[src/rtl/trap_ctrl.sv]
// Trap initiator between commit and the CSR block: latches interrupt edges, takes the
// lowest-index pending interrupt at a boundary when MIE is set, and sequences mret.
// Optional feature macro: TRAP_VECTORED_EN (vectored mtvec mode when tvec_i[1:0]==2'b01).
`timescale 1ns/1ps

module trap_ctrl #(
    parameter int NUM_IRQ   = 4,
    parameter int CAUSE_OFS = 16
) (
    input  logic               clk,
    input  logic               rst,
    input  logic [NUM_IRQ-1:0] irq_i,
    output logic [NUM_IRQ-1:0] irq_ack_o,
    input  logic               inst_valid_i,
    input  logic [31:0]        pc_i,
    input  logic               mret_i,
    input  logic               mie_i,
    input  logic [31:0]        tvec_i,
    input  logic [31:0]        epc_i,
    output logic               save_epc_o,
    output logic [31:0]        trap_pc_o,
    output logic               mret_inst_o,
    output logic [31:0]        cause_o,
    output logic               redirect_o,
    output logic [31:0]        redirect_pc_o,
    output logic               stall_o
);
    localparam int IDX_W = (NUM_IRQ > 1) ? $clog2(NUM_IRQ) : 1;

    typedef enum logic [1:0] {
        IDLE  = 2'd0,
        TAKE  = 2'd1,
        REDIR = 2'd2,
        RET   = 2'd3
    } state_e;

    state_e             state_q, state_d;
    logic [NUM_IRQ-1:0] pending_q, pending_d;
    logic [NUM_IRQ-1:0] irq_prev_q, irq_prev_d;
    logic [IDX_W-1:0]   idx_q, idx_d;
    logic [31:0]        trap_pc_q, trap_pc_d;
    logic [31:0]        cause_q, cause_d;
    logic [NUM_IRQ-1:0] ack_q, ack_d;
    logic               save_epc_q, save_epc_d;
    logic               mret_q, mret_d;
    logic               redirect_q, redirect_d;
    logic [31:0]        redirect_pc_q, redirect_pc_d;
    logic               stall_q, stall_d;
    logic [IDX_W-1:0]   win_idx_s;
    logic [NUM_IRQ-1:0] clr_s;
    logic [31:0]        tgt_s;

    // Winner: scan from the top so the lowest set index is left standing.
    always_comb begin
        win_idx_s = {IDX_W{1'b0}};
        for (int k = NUM_IRQ - 1; k >= 0; k--) begin
            win_idx_s = pending_q[k] ? IDX_W'(k) : win_idx_s;
        end
    end

    // Trap target for the REDIR cycle, formed while TAKE is active.
    always_comb begin
`ifdef TRAP_VECTORED_EN
        if (tvec_i[1:0] == 2'b01) begin
            tgt_s = (tvec_i & 32'hFFFF_FFFC) + ((32'(CAUSE_OFS) + 32'(idx_q)) << 2);
        end else begin
            tgt_s = tvec_i & 32'hFFFF_FFFC;
        end
`else
        tgt_s = tvec_i & 32'hFFFF_FFFC;
`endif
    end

    // Next state, pending bookkeeping and next values of the registered outputs.
    always_comb begin
        state_d   = state_q;
        idx_d     = idx_q;
        trap_pc_d = trap_pc_q;
        cause_d   = cause_q;
        clr_s     = {NUM_IRQ{1'b0}};
        case (state_q)
            IDLE: begin
                if (inst_valid_i && mret_i) begin
                    state_d = RET;
                end else if (inst_valid_i && mie_i && (|pending_q)) begin
                    state_d   = TAKE;
                    idx_d     = win_idx_s;
                    trap_pc_d = pc_i;
                    cause_d   = {1'b1, 31'(CAUSE_OFS) + 31'(win_idx_s)};
                end else begin
                    state_d = IDLE;
                end
            end
            TAKE: begin
                clr_s   = NUM_IRQ'(1) << idx_q;
                state_d = REDIR;
            end
            REDIR:   state_d = IDLE;
            RET:     state_d = IDLE;
            default: state_d = IDLE;
        endcase

        // A fresh edge in the ack cycle re-sets the bit after the clear.
        pending_d  = (pending_q & ~clr_s) | (irq_i & ~irq_prev_q);
        irq_prev_d = irq_i;

        save_epc_d = (state_d == TAKE);
        mret_d     = (state_d == RET);
        stall_d    = (state_d == TAKE) || (state_d == REDIR);
        redirect_d = (state_d == REDIR) || (state_d == RET);
        if (state_d == TAKE) begin
            ack_d = NUM_IRQ'(1) << idx_d;
        end else begin
            ack_d = {NUM_IRQ{1'b0}};
        end
        if (state_d == RET) begin
            redirect_pc_d = epc_i;
        end else if (state_d == REDIR) begin
            redirect_pc_d = tgt_s;
        end else begin
            redirect_pc_d = 32'h0000_0000;
        end
    end

    // State, pending and output registers; reset drops every pulse immediately.
    always_ff @(posedge clk or posedge rst) begin
        if (rst) begin
            state_q       <= IDLE;
            pending_q     <= {NUM_IRQ{1'b0}};
            irq_prev_q    <= {NUM_IRQ{1'b0}};
            idx_q         <= {IDX_W{1'b0}};
            trap_pc_q     <= 32'h0000_0000;
            cause_q       <= 32'h0000_0000;
            ack_q         <= {NUM_IRQ{1'b0}};
            save_epc_q    <= 1'b0;
            mret_q        <= 1'b0;
            redirect_q    <= 1'b0;
            redirect_pc_q <= 32'h0000_0000;
            stall_q       <= 1'b0;
        end else begin
            state_q       <= state_d;
            pending_q     <= pending_d;
            irq_prev_q    <= irq_prev_d;
            idx_q         <= idx_d;
            trap_pc_q     <= trap_pc_d;
            cause_q       <= cause_d;
            ack_q         <= ack_d;
            save_epc_q    <= save_epc_d;
            mret_q        <= mret_d;
            redirect_q    <= redirect_d;
            redirect_pc_q <= redirect_pc_d;
            stall_q       <= stall_d;
        end
    end

    assign irq_ack_o     = ack_q;
    assign save_epc_o    = save_epc_q;
    assign trap_pc_o     = trap_pc_q;
    assign mret_inst_o   = mret_q;
    assign cause_o       = cause_q;
    assign redirect_o    = redirect_q;
    assign redirect_pc_o = redirect_pc_q;
    assign stall_o       = stall_q;

endmodule

[config.mk]
export PLATFORM = sky130hd
export DESIGN_NAME = trap_ctrl
export DESIGN_NICKNAME = d
export VERILOG_FILES = /design/src/rtl/trap_ctrl.sv
export SDC_FILE = /design/constraint.sdc
export NUM_CORES = 1
export LEC_CHECK = 0
export CAP_MARGIN = 20
export CORE_MARGIN = 3
export CORE_UTILIZATION = 62
export DETAILED_ROUTE_END_ITERATION = 8
export DONT_BUFFER_PORTS = 1
export PLACE_DENSITY = 0.78
export SYNTH_ARGS = -nofsm -noshare
export SYNTH_HDL_FRONTEND = slang
export SYNTH_SLANG_ARGS = --single-unit
[constraint.sdc]
create_clock -name clk -period 3.83 [get_ports clk]
set_input_delay 0.766 -clock clk [delete_from_list [all_inputs] [get_ports clk]]
set_output_delay 0.766 -clock clk [all_outputs]
set_load 0.02 [all_outputs]
==> metrics.md <==
| Metric | Value |
|---|---|
| Status | `finished, final reports clean` |
| Wire length of the first global-routing pass | `9549 um` |
| Arrival time of data at the critical path endpoint | `2.42 ns` |
| Max-slew headroom | `0.4538` |
| Final core utilization | `0.6876` |
| Clock tree from TritonCTS | `built` |
| Fraction of final layout cells with drive strength greater than 1 | `0.2552` |
| Ordered cell list for the critical path | `a211oi_1 -> and3_2 -> buf_4 -> mux2_2` |
| Remaining antenna violation count after routing | `0` |
| Grt total ovfl | `0` |
| Number of buffers inserted for hold repair after clock tree synthesis | `0` |
| Flop and latch count out of synthesis | `86` |
| Number of buffers created by CTS | `9` |
| Largest net degree at the start of global routing | `43` |
| Port Buffers | `0` |
| Gates resized, CTS repair | `0` |
| Cell area power density | `685.5 mW/mm^2` |
| I/O Pins | `209` |
| Post-Route WL | `6837 um` |
| Iteration-0 DRC count of the detailed router | `39` |
| Final count of hold timing violations | `0` |
| Total number of nets in the final design | `339` |
| Stage delay of the slowest cell on the critical path | `0.54 ns` |
| Drc violations | `0` |
| Chip Width | `81.13 um` |
| Setup TNS | `0 ns` |
| Final HPWL from detailed placement | `5006 um` |
| Clock input transition at the sequential cells of the worst setup and hold paths | `0.08 ns` |
| Worst-path fanout max | `42` |
| Worst vdd rail ir drop | `409.3 uV` |
| Max-cap violations | `0` |
| Setup skew after layout | `0.004369 ns` |
| Kind of end point of the critical path | `flop` |
| Final critical-path share of the clock period | `0.5745` |
| Die Ht | `81.13 um` |
| N_diodes | `0` |
| Router iterations before antenna repair | `4` |
| Top post-synthesis cells by area | `sky130_fd_sc_hd__dfrtp_1 61%, sky130_fd_sc_hd__mux2_4 15%, sky130_fd_sc_hd__a22o_1 8.0%` |
| Kind of start point of the critical path | `flop` |
| Required time of the critical path | `4.05 ns` |
| Tot GR Track Use | `0.2027` |
| Most common cell in the synthesized netlist | `sky130_fd_sc_hd__dfrtp_1` |
| Maximum operating frequency | `454.5 MHz` |
| Setup Viol. Count Final | `0` |
| Placer Congestion | `0.7711` |
| Synthesis-to-finish area growth | `3.540%` |
| Dominant cell type by area after synthesis | `sky130_fd_sc_hd__dfrtp_1` |
| Number of flops mapped to enable cells by yosys | `0` |
| Cell count after synthesis | `232` |
| Commonest register cell after synthesis | `sky130_fd_sc_hd__dfrtp_1` |
| Commonest cells in the synthesized netlist | `86 x sky130_fd_sc_hd__dfrtp_1, 34 x sky130_fd_sc_hd__mux2_4, 32 x sky130_fd_sc_hd__a22o_1` |
| Number of antenna violations at the first check in global routing | `0` |
| Share of Yosys cell area claimed by the top area cell type | `0.6149` |
| Part of the Yosys area used for sequential elements | `0.6149` |
| Initial Utilization | `0.6641` |
| Count of vias placed by the detailed router | `1,748` |
| Worst hold-check path type | `input pin to async pin` |
| Clock net sink count | `86` |
| RSZ-0062 raised after global routing | `false` |
| Post-CTS repair timing setup buffer count | `0` |
| Min Clock Period, post-route | `2.200 ns` |
| Average routed wire per standard cell | `22.13 um` |
| Worst path slowest cell | `sky130_fd_sc_hd__buf_4` |
| Synthesis Warnings | `0` |
| Cell Rows | `26` |
| Std-Cell Core Area | `0.005270 sq mm` |
| Mapped Avg Cell Area | `15.08 sq um` |
| Depth of the CTS H-tree | `3` |
| Path type of the worst setup path | `flop to flop` |
| Clock insertion delay at the later pin of the skew report | `0.33 ns` |
| Leakage | `1.764 nW` |
| Post-synth ARST share | `1.000` |
| Clock buffer depth | `2` |
| Distinct cell type count after synthesis | `28` |
| Area of the die | `0.006582 sq mm` |
| Worst-margin pin slew | `0.8156 ns` |
| Vias per std cell | `5.657` |
| Number of global-route vias before repair | `1,718` |
| Combined area of all synthesized cells | `0.003500 sq mm` |
| Final number of max-transition violations | `0` |
| Cell at the root of the clock tree | `sky130_fd_sc_hd__clkbuf_8` |
==> through the flow <==
stage	hold slack, ns	std cells	area (sq um)	power (mW)	setup WS, ns
floorplan	0.3996	259	3601	1.797	0.8422
global placement	0.4032	292	3402	1.838	1.507
detailed placement	0.4129	292	3402	1.856	1.435
CTS	0.2059	308	3612	2.507	1.626
global route	0.2085	309	3623	2.603	1.489
finish	0.2236	309	3623	2.484	1.630
==> worst max-delay path: cells and delay by family (launching register included) <==
family / cells / cell delay (ns)
buffers and inverters: 1 / 0.54
flip-flops: 1 / 0.53
multiplexers: 1 / 0.41
AO/OA/AOI/OAI: 1 / 0.36
AND/OR/NAND/NOR: 1 / 0.23
==> cells in the final DEF, fill, tap and decap left out, types with 2 or more instances in the layout <==
| master | instances |
|---|---|
| sky130_fd_sc_hd__dfrtp_1 | 86 |
| sky130_fd_sc_hd__clkinv_4 | 2 |
| sky130_fd_sc_hd__mux2_2 | 2 |
| sky130_fd_sc_hd__and2_1 | 3 |
| sky130_fd_sc_hd__nor3b_1 | 2 |
| sky130_fd_sc_hd__and3_1 | 2 |
| sky130_fd_sc_hd__buf_4 | 4 |
| sky130_fd_sc_hd__a21oi_1 | 2 |
| sky130_fd_sc_hd__mux2_4 | 34 |
| sky130_fd_sc_hd__nor2_1 | 2 |
| sky130_fd_sc_hd__a22o_1 | 32 |
| sky130_fd_sc_hd__a211oi_1 | 2 |
| sky130_fd_sc_hd__nand2_1 | 2 |
| sky130_fd_sc_hd__inv_1 | 5 |
| sky130_fd_sc_hd__clkbuf_8 | 11 |
| sky130_fd_sc_hd__conb_1 | 28 |
| sky130_fd_sc_hd__nand2b_1 | 3 |
==> metal layers <==
layer / vias up / GRT usage / share of wire
li1: 755 / - / -
met1: 859 / 0.2437 / 0.36
met2: 126 / 0.3005 / 0.50
met3: 8 / 0.1075 / 0.14
met4: 0 / 0.09628 / 0.011
met5: - / 0 / 0
==> worst paths after layout <==
kind	cells after the start	endpoint	startpoint	slack, ns
max	4	trap_pc_o[13]$_DFFE_PP0P_	redirect_o$_DFF_PP0_	1.63
min	1	trap_pc_o[6]$_DFFE_PP0P_	rst	0.22
max reg2reg	4	trap_pc_o[13]$_DFFE_PP0P_	redirect_o$_DFF_PP0_	1.63
min reg2reg	1	pending_q[0]$_DFF_PP0_	irq_prev_q[0]$_DFF_PP0_	0.42
max in group asynchronous	2	redirect_pc_o[9]$_DFF_PP0_	rst	2.87
min in group clk	1	pending_q[0]$_DFF_PP0_	irq_prev_q[0]$_DFF_PP0_	0.42
==> cell families after synthesis <==
| group | share of synthesized area |
|---|---|
| DFF | 0.6149 |
| muxes | 0.1523 |
| buffers and inverters | 0.09975 |
| other | 0.001072 |
| AOI/OAI and AO/OA | 0.09260 |
| and+or+nand+nor | 0.03933 |
==> area by class of cell <==
cell class | instances | area, sq um
Clock buffer | 12 | 155.1
Clock inverter | 4 | 55.05
Fill cell | 369 | 1647
Inverter | 6 | 23.77
Multi-Input combinational cell | 126 | 1109
Sequential cell | 86 | 2152
Tap cell | 70 | 87.58
Timing Repair Buffer | 5 | 41.29
==> flip-flops by register name, indices dropped and copies added (netlist names) <==
name           count
cause_o            3
pending_q          4
idx_q              2
redirect_pc_o     32
irq_ack_o          4
irq_prev_q         4
stall_o            1
trap_pc_o         32
redirect_o         1
state_q            1
save_epc_o         1
mret_inst_o        1
==> report_power, final <==
| part | switching [mW] | internal (mW) | total [mW] |
|---|---|---|---|
| combinational | 0.147 | 0.228 | 0.375 |
| clock | 0.303 | 0.340 | 0.642 |
| sequential | 0.368 | 1.10 | 1.47 |
| total | 0.817 | 1.67 | 2.48 |
Note: power is estimated with default switching activity, not from simulation.
